===== config.mk =====
export PLATFORM = sky130hd
export DESIGN_NAME = rr_mux_32to1
export DESIGN_NICKNAME = d
export VERILOG_FILES = /design/src/rtl/mux32_pkg.sv /design/src/rtl/rr_pick_32.sv /design/src/rtl/rr_mux_32to1.sv
export SDC_FILE = /design/constraint.sdc
export NUM_CORES = 1
export LEC_CHECK = 0
export CORE_MARGIN = 5
export CORE_UTILIZATION = 48
export DETAILED_ROUTE_END_ITERATION = 10
export PLACE_DENSITY = 0.89
export SYNTH_ARGS = -nofsm -noshare
export SYNTH_HDL_FRONTEND = slang
export SYNTH_HIERARCHICAL = 1
export SYNTH_SLANG_ARGS = --single-unit

===== constraint.sdc =====
create_clock -name clk_i -period 14.24 [get_ports clk_i]
set_input_delay 2.136 -clock clk_i [delete_from_list [all_inputs] [get_ports clk_i]]
set_output_delay 2.136 -clock clk_i [all_outputs]
set_load 0.02 [all_outputs]

===== src/rtl/mux32_pkg.sv =====
// Shared constants and types for the 32-channel round-robin collector.
package mux32_pkg;

  localparam int N_CH  = 32;
  localparam int SEL_W = 5;

  typedef logic [SEL_W-1:0] sel_t;
  typedef logic [N_CH-1:0]  ch_vec_t;

endpackage


===== src/rtl/rr_pick_32.sv =====
// Combinational round-robin picker: first set request at or above ptr,
// wrapping 31->0. Returns the one-hot winner and its binary index.
module rr_pick_32
  import mux32_pkg::*;
(
  input  ch_vec_t req_i,
  input  sel_t    ptr_i,
  output ch_vec_t gnt_o,
  output sel_t    idx_o,
  output logic    any_o
);

  ch_vec_t rot;
  sel_t    first;

  // Rotate right so ptr lands on bit 0, then lowest set bit wins.
  assign rot = ch_vec_t'({req_i, req_i} >> ptr_i);

  always_comb begin
    first = '0;
    for (int i = N_CH - 1; i >= 0; i--) begin
      if (rot[i]) first = sel_t'(i);
    end
  end

  assign any_o = |req_i;
  assign idx_o = first + ptr_i;
  assign gnt_o = any_o ? (ch_vec_t'(1) << idx_o) : '0;

endmodule


===== src/rtl/rr_mux_32to1.sv =====
// 32-to-1 round-robin collector with a single-entry valid/ready output stage.
// Define RR_MUX_FIXED_PRIO_EN for lowest-index-wins priority (no ptr register).
module rr_mux_32to1
  import mux32_pkg::*;
#(
  parameter int DATA_W = 8
) (
  input  logic                   clk_i,
  input  logic                   rst_i,
  input  logic                   en_i,
  input  logic [N_CH-1:0]        req_i,
  input  logic [N_CH*DATA_W-1:0] data_i,
  output logic [N_CH-1:0]        gnt_o,
  output logic                   valid_o,
  input  logic                   ready_i,
  output logic [DATA_W-1:0]      data_o,
  output logic [SEL_W-1:0]       sel_o
);

  sel_t    ptr;
  ch_vec_t pick_gnt;
  sel_t    pick_idx;
  logic    pick_any;
  logic    cap;

  logic              valid_q, valid_d;
  logic [DATA_W-1:0] data_q, data_d;
  sel_t              sel_q, sel_d;

  rr_pick_32 u_pick (
    .req_i (req_i),
    .ptr_i (ptr),
    .gnt_o (pick_gnt),
    .idx_o (pick_idx),
    .any_o (pick_any)
  );

  // A grant is only issued when the stage is free or draining this cycle.
  assign cap   = ~rst_i & en_i & pick_any & (~valid_q | ready_i);
  assign gnt_o = cap ? pick_gnt : '0;

`ifdef RR_MUX_FIXED_PRIO_EN
  assign ptr = '0;
`else
  sel_t ptr_q, ptr_d;

  assign ptr   = ptr_q;
  assign ptr_d = cap ? pick_idx + sel_t'(1) : ptr_q;

  always_ff @(posedge clk_i) begin
    if (rst_i) ptr_q <= '0;
    else       ptr_q <= ptr_d;
  end
`endif

  always_comb begin
    valid_d = valid_q;
    data_d  = data_q;
    sel_d   = sel_q;
    if (cap) begin
      valid_d = 1'b1;
      data_d  = data_i[pick_idx*DATA_W +: DATA_W];
      sel_d   = pick_idx;
    end else if (ready_i) begin
      valid_d = 1'b0;
    end
  end

  always_ff @(posedge clk_i) begin
    if (rst_i) begin
      valid_q <= 1'b0;
      data_q  <= '0;
      sel_q   <= '0;
    end else begin
      valid_q <= valid_d;
      data_q  <= data_d;
      sel_q   <= sel_d;
    end
  end

  assign valid_o = valid_q;
  assign data_o  = data_q;
  assign sel_o   = sel_q;

endmodule


# Yosys cells after proc, flatten, opt, wreduce, memory -nomap -nowiden
# Cells that the tools add are included.
# word_totals
ff_bits,19
latch_bits,0
ramBits,0
rom_bits,0
word_cells,53
mem_count,0
# op_classes
n_addsub,2
multipliers,0
div_mod_pow,0
magnitude_cmp,0
n_eq_ne,0
n_shift,3
mux,36
bitwise,6
reduce_logical,2
# op_table
cell,n
$shiftx 256x9->8,1
$mux 5,32
$mux 32,2
$shr 64x5->32,1
$reduce_or 32->1,1
$shl 1x5->32 const A,1
$add 5x1->5 const B,1
$add 5x5->5,1
$and 1x1->1,3
$mux 1,2
$not 1->1,2
$reduce_bool 2->1,1
$or 1x1->1,1

# Logic depth before layout (Yosys ltp)
# Gate-level depths: netlist of the first run.
# depth
depth_word,37
mapped_depth,26

# By module
# The synthesis of the first run kept the hierarchy.
# by_module_without_submodules
module,n_inst,cells_each,area_each_um2,seq_area_each_um2
rr_pick_32,1,492,4718.3,0.0
rr_mux_32to1,1,287,3032.9,380.4

# Worst setup path after synthesis of the first run
# Ideal clock, no wire load.
# synth_path
kind,in2out
from,input port req_i[6]
to,output port gnt_o[12]
t_arrival_ns,6.296
required_ns,12.104
setup_slack_ns,5.808
stages,21
n_path_buf,2
path_cell_list,clkbuf_1 -> mux2_2 -> mux4_2 -> mux4_2 -> a211oi_1 -> o21ai_0 -> a211oi_1 -> o41ai_1 -> a21oi_1 -> ha_1 -> inv_1 -> fa_1 -> inv_1 -> a21o_1 -> a21oi_1 -> xnor2_1 -> xnor2_2 -> or2_1 -> buf_4 -> nor2_1 -> and3_1
# synth_via
elab_chain_cells,37
# synth_lines
item,line,text
start: declaration,rr_mux_32to1.sv:11,"input logic [N_CH-1:0] req_i,"
$shr 64x5->32 *,rr_pick_32.sv:17,"assign rot = ch_vec_t'({req_i, req_i} >> ptr_i);"
$mux 5 (31 in a row),rr_pick_32.sv:22,if (rot[i]) first = sel_t'(i);
$mux 5 *,rr_pick_32.sv:22,
$add 5x5->5 *,rr_pick_32.sv:27,assign idx_o = first + ptr_i;
via pick_idx[4],rr_mux_32to1.sv:22,sel_t pick_idx;
$shl 1x5->32 *,rr_pick_32.sv:28,assign gnt_o = any_o ? (ch_vec_t'(1) << idx_o) : '0;
$mux 32 *,rr_pick_32.sv:28,
via pick_gnt[12],rr_mux_32to1.sv:21,ch_vec_t pick_gnt;
$mux 32 *,rr_mux_32to1.sv:40,assign gnt_o = cap ? pick_gnt : '0;
end: declaration,rr_mux_32to1.sv:13,"output logic [N_CH-1:0] gnt_o,"
# The timed path passes the listed nets; every way through them passes the cells marked *.

# Final worst setup path of the first run
# layout_path
from,input port req_i[15]
to,output port gnt_o[0]
# Same word-level chain as after synthesis.

==> run summary, run 1 <==
Status = finished, final reports clean
Final wirelength = 36.1 mm
Mapped Nets = 1077
Combinational share of power = 0.932
Via/cell ratio = 7.03
Number of post-CTS setup repair buffers = 0
Count of final setup violators = 0
Post-DRT Antenna Nets = 0
Post-Syn Instances = 779
Ys async rst share = 0
Startpoint types = input port
Yosys top cell area share = 0.418
Warnings, synthesis = 6
First DRT Iteration DRCs = 1364
Post-CTS sizing = 0
Internal power = 1.02 mW
Die X = 137 µm
Largest area contributor in the netlist = mux4_2
Max Slew Vio Count = 0
Power consumption = 2.00 mW
Element type at the critical path end = output port
Clock Power Share = 0.029
First-pass GRT wire length = 51.8 mm
Die Span Y = 137 µm
Final worst setup slack = 3.86 ns
Post-route setup TNS = 0 ns
TritonCTS clock tree = built
Area growth syn-to-layout = 43.6%
Multi-input gate area = 6860 µm²
Number of global-route vias before repair = 8387
GRT met3 Usage = 0.0978
Relative slew slack = 0.315
Number of buffers added on ports = 337
Area of the core = 15900 µm²
IO Pins = 338
Post-synth top cells = mux4_2, mux2i_1, nor2_1, nand2_1, mux2_2
Pwr Density = 180 nW/µm²
Met2 usage in global routing = 0.583
Max_cap viols = 0
H-Tree Depth = 1
Clk slew on worst S/H paths = 0.05 ns
Total GRT Usage = 0.369
Final Net Count = 1335
Root buf cell = clkbuf_16
Fin crit share = 0.729
Count of flip-flops with a built-in enable after synthesis = 0
Initial antenna violation count = 7
GRT met1 Usage = 0.469
Psw = 0.988 mW
Overflow after GRT = 0
Post-DR wirelength/cell = 28.7 µm
CP Max Fanout = 58
Skew final = 0.00153 ns
Hold Fails Final Rpt = 0
Worst Hold Class = reg -> reg
FILL cells = 1145
Peak supply drop = 0.193 mV
Synth Register Bits = 19
Area contributors post-synth = mux4_2, mux2i_1, mux2_2
Skew-Pair Late Insertion Delay = 0.25 ns
Post-placement worst setup slack = 4.02 ns
CTS Buf Count = 3
Sw Share = 0.493
Hpwl dp = 28.9 mm
Syn_area_per_cell = 9.95 µm²
Initial core utilization = 0.488
Worst Max-Slew Pin Slew = 1.03 ns
Total number of vias = 8849
DRC viols = 0
Placer Congestion = 1.05
Cell Area, Synth = 7750 µm²
Final worst path period need = 10.38 ns
Num Clock Sinks = 19
Most common cell in the netlist = mux4_2
Req. time, crit path = 12.10 ns
Layout cell share with drive strength beyond 1 = 0.226
Pre-antenna DRT Iters = 5
Pin count of the biggest net entering global routing = 76
Sequential power share = 0.039
Die area = 18800 µm²
Max clock buf depth = 2
Max Fclk = 0.0963 GHz
Seq. cell area = 387 µm²
Most Crowded Layer GR = met2
Hold-fix buffers, CTS = 0
Worst path arrival time = 8.24 ns
Ys flop type = dfxtp_1
Synth unique cells = 66
Row count = 46
Unrepaired setup endpoints after global routing = false
Kind of critical path = in -> out
Leakage = 3.82 nW
Seq/Total Area, Yosys = 0.0491
## flip-flops by register name (all words and copies together) (netlist names)
register,cells
data_o,8
ptr,5
sel_o,5
valid_o,1
## power groups by stage
stage / Combinational, mW / Sequential [mW] / Clock, mW
floorplan: 1.40 / 0.0924 / 0
global placement: 1.81 / 0.0779 / 0
detailed placement: 1.83 / 0.0783 / 0
CTS: 1.83 / 0.0776 / 0.0583
global route: 1.97 / 0.0789 / 0.0609
finish: 1.87 / 0.0784 / 0.0578
## cell families after synthesis
kind of cell,after synthesis,synth area share
muxes,265,0.583
and+or+nand+nor,234,0.152
AOI/OAI and AO/OA,137,0.128
buffers and inverters,111,0.0688
DFF,19,0.0491
xor gates and xnor gates,7,0.00888
adders and majority gates,6,0.0107
## final timing paths
path | depth (start not counted) | to | slack, ns | start
worst max-delay path | 17 | gnt_o[0] | 3.86 | req_i[15]
worst min-delay path | 2 | sel_o[1] | 0.47 | sel_o[1]
worst max register to register | 21 | data_o[0] | 7.25 | ptr[3]
worst min register to register | 2 | sel_o[1] | 0.47 | sel_o[1]
## worst max-delay path, stage by stage
cell and delay (ns):
clkdlybuf4s50_1 0.72, mux4_2 0.62, a221oi_1 0.30, nand3_1 0.12
a32oi_1 0.60, a21boi_0 0.33, o2bb2ai_1 0.14, o311ai_0 0.28
o31ai_1 0.17, a21o_1 0.24, fa_1 0.56, inv_2 0.04
buf_4 0.33, or4_1 0.71, nor2_1 0.15, and3_1 0.16
clkdlybuf4s50_1 0.60
## per-layer routing
layer / wire length (µm) / vias to the layer above / share of wire
li1: - / 3704 / -
met2: 16900 / 763 / 0.47
met1: 12300 / 4258 / 0.34
met4: 2330 / 2 / 0.065
met5: 13 / - / 0.00036
met3: 4540 / 122 / 0.13
## area by class of cell
type	count	share of cell area
sequential	19	0.0347
timing repair buffer	348	0.311
antenna	7	0.00157
inverter	16	0.00540
clock buffer	4	0.00708
multi-input combinational	649	0.616
tap	216	0.0243
## cell usage in the layout, fill, tap and decap left out, types with 7 or more instances in the layout
cell type	count
a211oi_1	9
a21oi_1	20
a22oi_1	28
a31oi_1	11
a32oi_1	9
and3_1	34
buf_4	11
clkdlybuf4s50_1	337
dfxtp_1	14
diode_2	7
inv_1	11
mux2_2	52
mux2i_1	69
mux4_2	144
nand2_1	56
nand2b_1	10
nand3_1	14
nor2_1	58
nor2b_1	9
nor3_1	13
nor4_1	10
o21ai_0	15
## through the flow
stage	util	cell area [µm²]	instances	hold WS, ns
after floorplan	-	7750	779	0.450
after global placement	0.694	11000	1248	0.443
after detailed placement	0.694	11000	1248	0.453
after CTS	0.699	11100	1252	0.461
after global routing	0.700	11100	1258	0.491
final	0.701	11100	1259	0.466
Note: power is estimated with default switching activity, not from simulation.
==> inputs of run 2 (changes only) <==
--- a/config.mk
+++ b/config.mk
@@ -6,9 +6,9 @@
 export NUM_CORES = 1
 export LEC_CHECK = 0
 export CORE_MARGIN = 5
-export CORE_UTILIZATION = 48
+export CORE_UTILIZATION = 40
 export DETAILED_ROUTE_END_ITERATION = 10
-export PLACE_DENSITY = 0.89
+export PLACE_DENSITY = 0.79
 export SYNTH_ARGS = -nofsm -noshare
 export SYNTH_HDL_FRONTEND = slang
 export SYNTH_HIERARCHICAL = 1
==> constraint.sdc (replaced) <==
create_clock -name clk_i -period 9.3 [get_ports clk_i]
set_input_delay 1.395 -clock clk_i [delete_from_list [all_inputs] [get_ports clk_i]]
set_output_delay 1.395 -clock clk_i [all_outputs]
set_load 0.02 [all_outputs]
==> run 2 against run 1 <==
Count of clock-buffer cells in the layout shrank 1. Routed wire length grew 1.8%. Setup slack got worse by 3.4 ns. Combinational power increased by 51%. Critical path depth grew 4. Die area rose by 18%. Global-route usage down 5.6 points. Non-clock buffer count is 9 higher. Flip-flop and latch count unchanged. Via count fell by 1.1%. Sequential share of layout area is essentially flat. Critical endpoint is now gnt_o[17]. Largest power group unchanged. Highest routed layer is now met4.
==> run summary, run 2 (same netlist as run 1, synthesis figures left out) <==
Hold_ws = 0.464 ns (-0.00219 ns)
Pre-antenna DRT Iters = 6 (+1)
Worst path arrival time = 7.42 ns (-0.82 ns)
Hold Fails Final Rpt = 0 (unchanged)
Via/cell ratio = 6.67 (-5.1%)
Skew-Pair Late Insertion Delay = 0.26 ns (about the same)
Routed wl met2 = 17.0 mm (+0.82%)
Startpoint types = input port
Worst hold start = sel_o[2]
Area of the core = 19300 µm² (+21%)
Critical R2R Launch = ptr[4]
Post-DR wirelength/cell = 28.0 µm (-2.4%)
First-pass GRT wire length = 53.1 mm (+2.4%)
Worst path cell trace = clkdlybuf4s50_1, mux2_2, mux4_2, mux4_2, a211oi_1, o21ai_0, a211oi_1, o41ai_1, a21oi_1, ha_4, inv_1, fa_1, inv_1, a21o_1, a21oi_1, xnor2_1, xnor2_2, nand2_2, nor2_1, and3_1, clkdlybuf4s50_1
Highest Signal Layer = met4
Hpwl dp = 29.6 mm (+2.6%)
Final Net Count = 1344 (+0.67%)
Power consumption = 3.09 mW (+54%)
Root buf cell = clkbuf_16
Total number of vias = 8756 (-1.1%)
Initial core utilization = 0.402 (-0.0857)
IO Pins = 338 (unchanged)
Max clock buf depth = 2 (unchanged)
Die X = 149 µm (+8.8%)
Sequential power share = 0.055 (+0.016)
Pwr Density = 275 nW/µm² (+53%)
Clock Power Share = 0.030 (about the same)
Post-CTS sizing = 0 (unchanged)
Sw Share = 0.494 (+0.000915)
Number of buffers added on ports = 337 (unchanged)
Relative slew slack = 0.286 (-0.0288)
TritonCTS clock tree = built
Kind of critical path = in -> out
Wire length on met3 = 5.08 mm (+12%)
FILL cells = 1639 (+43%)
Final wirelength = 36.8 mm (+1.8%)
Psw = 1.53 mW (+55%)
Clk slew on worst S/H paths = 0.06 ns (about the same)
Post-route setup TNS = 0 ns (unchanged)
Worst Max-Slew Pin Slew = 1.07 ns (+0.0432 ns)
H-Tree Depth = 1 (unchanged)
Area growth syn-to-layout = 45.2%
Overflow after GRT = 0 (unchanged)
Max_cap viols = 0 (unchanged)
Layout cell share with drive strength beyond 1 = 0.233 (+0.00667)
Combinational share of power = 0.916 (-0.016)
Fin crit share = 0.948
Final worst setup slack = 0.482 ns (-3.38 ns)
Num Clock Sinks = 19 (unchanged)
Initial antenna violation count = 3 (-4)
CP max stage delay = 0.69 ns (-0.03 ns)
Max reg flops = 8 (unchanged)
Final worst path period need = 8.82 ns
DRC viols = 0 (unchanged)
Die Span Y = 149 µm (+8.8%)
Peak supply drop = 0.281 mV (+45%)
Most frequent cells in the layout = clkdlybuf4s50_1, mux4_2, mux2i_1
CTS Buf Count = 3 (unchanged)
Status = finished, final reports clean
Post-DRT Antenna Nets = 0 (unchanged)
Placer Congestion = 0.971 (-7.6%)
Die area = 22300 µm² (+18%)
CP Max Fanout = 11 (-81%)
Number of global-route vias before repair = 8310 (-0.92%)
Count of final setup violators = 0 (unchanged)
Worst Hold Class = reg -> reg
Critical-path top delay cell = clkdlybuf4s50_1
Hold-fix buffers, CTS = 0 (unchanged)
Unrepaired setup endpoints after global routing = false
Max Fclk = 0.113 GHz
Skew final = 0.00606 ns (+0.00453 ns)
Wl on met1 = 13.3 mm (+7.6%)
Row count = 51 (+11%)
Number of post-CTS setup repair buffers = 0 (unchanged)
Pin count of the biggest net entering global routing = 76 (unchanged)
Commonest non-fill, non-tap cell in the layout = clkdlybuf4s50_1
Internal power = 1.57 mW (+54%)
Max Slew Vio Count = 0 (unchanged)
Req. time, crit path = 7.91 ns (-4.19 ns)
Element type at the critical path end = output port
Leakage = 3.87 nW (+1.2%)
Post-placement worst setup slack = 0.642 ns (-3.38 ns)
Total GRT Usage = 0.313 (-0.0564)
CP Launch Point = req_i[6]
First DRT Iteration DRCs = 1326 (-2.8%)
==> run 2: worst paths after layout <==
path	end	depth (start not counted)	slack [ns]
max	gnt_o[17]	21	0.48
min	sel_o[2]	2	0.46
max reg2reg	data_o[1]	17	2.48
min reg2reg	sel_o[2]	2	0.46
==> run 2: layout make-up <==
cell class / count / area (µm²) / share of cell area
Antenna cell: 3 / 7.51 / 0.000667
Clock buffer: 3 / 75.1 / 0.00667
Clock inverter: 1 / 7.51 / 0.000667
Inverter: 16 / 60.1 / 0.00534
Multi-Input combinational cell: 649 / 6850 / 0.609
Sequential cell: 19 / 387 / 0.0343
Tap cell: 265 / 332 / 0.0295
Timing Repair Buffer: 357 / 3540 / 0.314
==> run 2: stage by stage <==
step / instances / util / instance area, µm²
2_1_floorplan: 779 / - / 7750
4_1_cts: 1310 / 0.584 / 11200
3_3_place_gp: 1306 / 0.579 / 11200
3_5_place_dp: 1306 / 0.579 / 11200
6_report: 1313 / 0.584 / 11300
5_1_grt: 1312 / 0.584 / 11300
==> run 2: worst max-delay path: cells and delay by family <==
family | cells | cell delay (ns)
buffers and inverters | 4 | 1.44
AND/OR/NAND/NOR | 3 | 0.52
AO/OA/AOI/OAI | 7 | 1.31
adder cells (fa/ha/maj) | 2 | 0.60
XOR/XNOR | 2 | 0.66
multiplexers | 3 | 1.48
==> run 2: power by group through the flow <==
stage                     clock, mW  sequential (mW)  combinational, mW
after floorplan                   0            0.141               2.14
after global placement            0            0.168               2.76
after detailed placement          0            0.169               2.79
after CTS                    0.0921            0.168               2.80
after global routing         0.0968            0.174               2.99
final                        0.0919            0.169               2.83
==> run 2: per-layer routing <==
metal  GRT usage  vias to the layer above
met4      0.0943                        0
met2       0.487                      742
met1       0.421                     4196
li1            -                     3723
met5           0                        -
met3      0.0957                       95
==> inputs of run 3 (changes only) <==
--- a/config.mk
+++ b/config.mk
@@ -6,10 +6,9 @@
 export NUM_CORES = 1
 export LEC_CHECK = 0
 export CORE_MARGIN = 5
-export CORE_UTILIZATION = 40
+export CORE_UTILIZATION = 39
 export DETAILED_ROUTE_END_ITERATION = 10
 export PLACE_DENSITY = 0.79
 export SYNTH_ARGS = -nofsm -noshare
 export SYNTH_HDL_FRONTEND = slang
-export SYNTH_HIERARCHICAL = 1
 export SYNTH_SLANG_ARGS = --single-unit
==> constraint.sdc (replaced) <==
create_clock -name clk_i -period 7.08 [get_ports clk_i]
set_input_delay 1.062 -clock clk_i [delete_from_list [all_inputs] [get_ports clk_i]]
set_output_delay 1.062 -clock clk_i [all_outputs]
set_load 0.02 [all_outputs]
==> run 3 against run 2 <==
Die area fell by 4.5%. Global-route usage rose by 3.9 points. Critical path depth rose by 4. Combinational power rose by 34%. Synthesized area fell by 7.2%. Routed wire length rose by 7.9%. First-iteration DRC count fell by 12%.
==> run summary, run 3 <==
Worst path buffer plus inverter count = 10 (+6)
R2R Setup Slk = 0.63 ns (-1.85 ns)
Max Slew Vio Count = 0 (unchanged)
Placed Cells = 1437 (+10%)
Post-DRT Antenna Nets = 0 (unchanged)
Critical-path top delay cell = mux4_2
CP max stage delay = 0.47 ns (-0.22 ns)
First DRT Iteration DRCs = 1163 (-12%)
Number of buffers added on ports = 337 (unchanged)
Worst Hold Class = reg -> reg
CTS Buf Count = 3 (unchanged)
Element type at the critical path end = output port
Ys async rst share = 0 (unchanged)
Seq/Total Area, Yosys = 0.0529 (+0.00382)
Post-synth top cells = mux4_2, nor2_1, mux2i_1, nor3_1
Peak supply drop = 0.374 mV (+33%)
Row count = 49 (-3.9%)
Final wirelength = 39.7 mm (+7.9%)
Post-DP Area = 12000 µm² (+7.8%)
Relative slew slack = 0.462 (+0.176)
Via/cell ratio = 6.42 (-3.7%)
Warnings, synthesis = 0 (-6)
Worst path arrival time = 5.97 ns (-1.45 ns)
Req. time, crit path = 6.02 ns (-1.89 ns)
Area growth syn-to-layout = 71.6%
H-Tree Depth = 1 (unchanged)
Skew-Pair Late Insertion Delay = 0.25 ns (about the same)
Root buf cell = clkbuf_16
Skew final = 0.000895 ns (-0.00516 ns)
Num Clock Sinks = 19 (unchanged)
Syn_area_per_cell = 9.46 µm² (-4.9%)
Most frequent cells in the layout = clkdlybuf4s50_1, buf_4, mux4_2
Cell Area, Synth = 7190 µm² (-7.2%)
Pin count of the biggest net entering global routing = 59 (-22%)
Mapped Nets = 1058 (-1.8%)
Unrepaired setup endpoints after global routing = true
Area of the core = 18100 µm² (-6.1%)
CP Max Fanout = 11 (unchanged)
Count of final setup violators = 0 (unchanged)
Pre-antenna DRT Iters = 5 (-1)
Fin crit share = 0.993
Yosys top cell area share = 0.404 (-0.0144)
Most common cell in the netlist = mux4_2
Status = finished, final reports clean
Kind of critical path = in -> out
Hold Fails Final Rpt = 0 (unchanged)
Synth Register Bits = 19 (unchanged)
Hpwl dp = 33.4 mm (+13%)
Largest area contributor in the netlist = mux4_2
CP top delay family = buffers and inverters
Critical R2R Launch = ptr[3]
Total number of vias = 9328 (+6.5%)
Die area = 21300 µm² (-4.5%)
Worst Max-Slew Pin Slew = 0.805 ns (-0.266 ns)
Pwr Density = 332 nW/µm² (+21%)
CP Launch Point = req_i[0]
Number of global-route vias before repair = 9162 (+10%)
Total GRT Usage = 0.352 (+0.0393)
Die Span Y = 146 µm (-2.3%)
Max reg flops = 8 (unchanged)
Hold_ws = 0.496 ns (+0.0323 ns)
Final instance area = 12300 µm² (+9.6%)
Ys flop type = dfxtp_1
Final Net Count = 1520 (+13%)
Die X = 146 µm (-2.3%)
DRC viols = 0 (unchanged)
Startpoint types = input port
Worst hold start = sel_o[0]
IO Pins = 338 (unchanged)
Placer Congestion = 1.03 (+5.8%)
Max clock buf depth = 2 (unchanged)
Area contributors post-synth = mux4_2, mux2i_1, dfxtp_1
Max Fclk = 0.142 GHz
Count of flip-flops with a built-in enable after synthesis = 0 (unchanged)
Final worst path period need = 7.03 ns
Initial antenna violation count = 5 (+2)
Overflow after GRT = 0 (unchanged)
Layout cell share with drive strength beyond 1 = 0.360 (+0.127)
Post-Syn Instances = 760 (-2.4%)
TritonCTS clock tree = built
Layout Cells excl Fill = 1452 (+11%)
First-pass GRT wire length = 57.6 mm (+8.6%)
Leakage = 4.89 nW (+27%)
Post-DR wirelength/cell = 27.3 µm (-2.4%)
Commonest non-fill, non-tap cell in the layout = clkdlybuf4s50_1
Hold-fix buffers, CTS = 0 (unchanged)
Clk slew on worst S/H paths = 0.06 ns (about the same)
Max_cap viols = 0 (unchanged)
Initial core utilization = 0.398 (-0.00457)
Synth unique cells = 70 (+6.1%)
[run 3: cell count changes in the layout (fill, tap and decap cells not counted), moves of 13 or more]
cell,previous run,this run
a22oi_1,28,4
and3_1,34,4
buf_4,19,195
clkbuf_2,0,13
clkdlybuf4s50_1,337,278
dlymetal6s2s_1,0,22
mux2_1,0,17
mux2_2,52,27
mux2i_1,69,43
mux4_2,144,129
nand2_1,56,42
nand3_1,14,27
nor3_1,13,34
o22ai_1,5,34
[run 3: path summary, 6_finish.rpt]
path	endpoint	depth (start not counted)
min reg2reg	sel_o[0]	2
max reg2reg	data_o[6]	21
min	sel_o[0]	2
max	gnt_o[5]	25
[run 3: metal layers]
metal  global-route usage  part of all wire  vias to the layer above  wire length (µm)
met5                    0            0.0010                        -                40
met4                0.100             0.036                        4              1450
met3               0.0744              0.10                       89              4120
met2                0.604              0.49                      610             19600
met1                0.449              0.37                     4569             14500
li1                     -                 -                     4056                 -
[run 3: timing repair]
action	4_1_cts	5_1_grt
gates resized for setup	107	108
cloned	0	0
pin swaps	2	12
setup endpoints to repair	32	39
setup buffers	6	3
[run 3: logic make-up (layout without fill, tap and decap cells)]
group / Yosys count / count (layout) / share of synthesized area
adders and majority gates: 6 / 6 / 0.0115
and+or+nand+nor: 248 / 248 / 0.169
buffers and inverters: 95 / 556 / 0.0595
muxes: 222 / 222 / 0.541
other: 0 / 2 / 0
xor gates and xnor gates: 7 / 7 / 0.0115
AOI/OAI and AO/OA: 163 / 163 / 0.155
DFF: 19 / 19 / 0.0529
[run 3: area by class of cell]
type                    count  area, µm²
fillers                  1379       5750
inverters                  14       52.6
repair buffers            538       4920
well taps                 229        287
clock buffers               3       75.1
multi-input cells         646       6610
flip-flops and latches     19        387
diodes                      2       5.00
clock inverters             1       7.51
[run 3: power breakdown]
part / leakage [nW] / total (mW) / switching (mW) / internal (mW)
logic: 4.70 / 3.79 / 1.80 / 2.00
clock network: 0.0371 / 0.121 / 0.0445 / 0.0764
registers: 0.158 / 0.182 / 0.0428 / 0.140
total: 4.89 / 4.10 / 1.88 / 2.21
[run 3: stage by stage]
step / TNS, ns / util / setup WS (ns) / total power [mW]
after floorplan: 0 / - / 0.360 / 2.56
after global placement: -15.38 / 0.666 / -0.527 / 3.79
after detailed placement: -15.96 / 0.666 / -0.555 / 3.83
after CTS: 0 / 0.671 / 0.000783 / 3.98
after global routing: -1.08 / 0.682 / -0.117 / 4.33
final: 0 / 0.682 / 0.0463 / 4.10
[run 3: worst reg2reg max path, delay by kind of cell, from the launching register on]
kind | cells | cell delay (ns)
flip-flops | 1 | 0.58
adder cells (fa/ha/maj) | 2 | 0.95
AO/OA/AOI/OAI | 6 | 1.06
multiplexers | 5 | 2.05
AND/OR/NAND/NOR | 3 | 0.34
buffers and inverters | 5 | 1.33
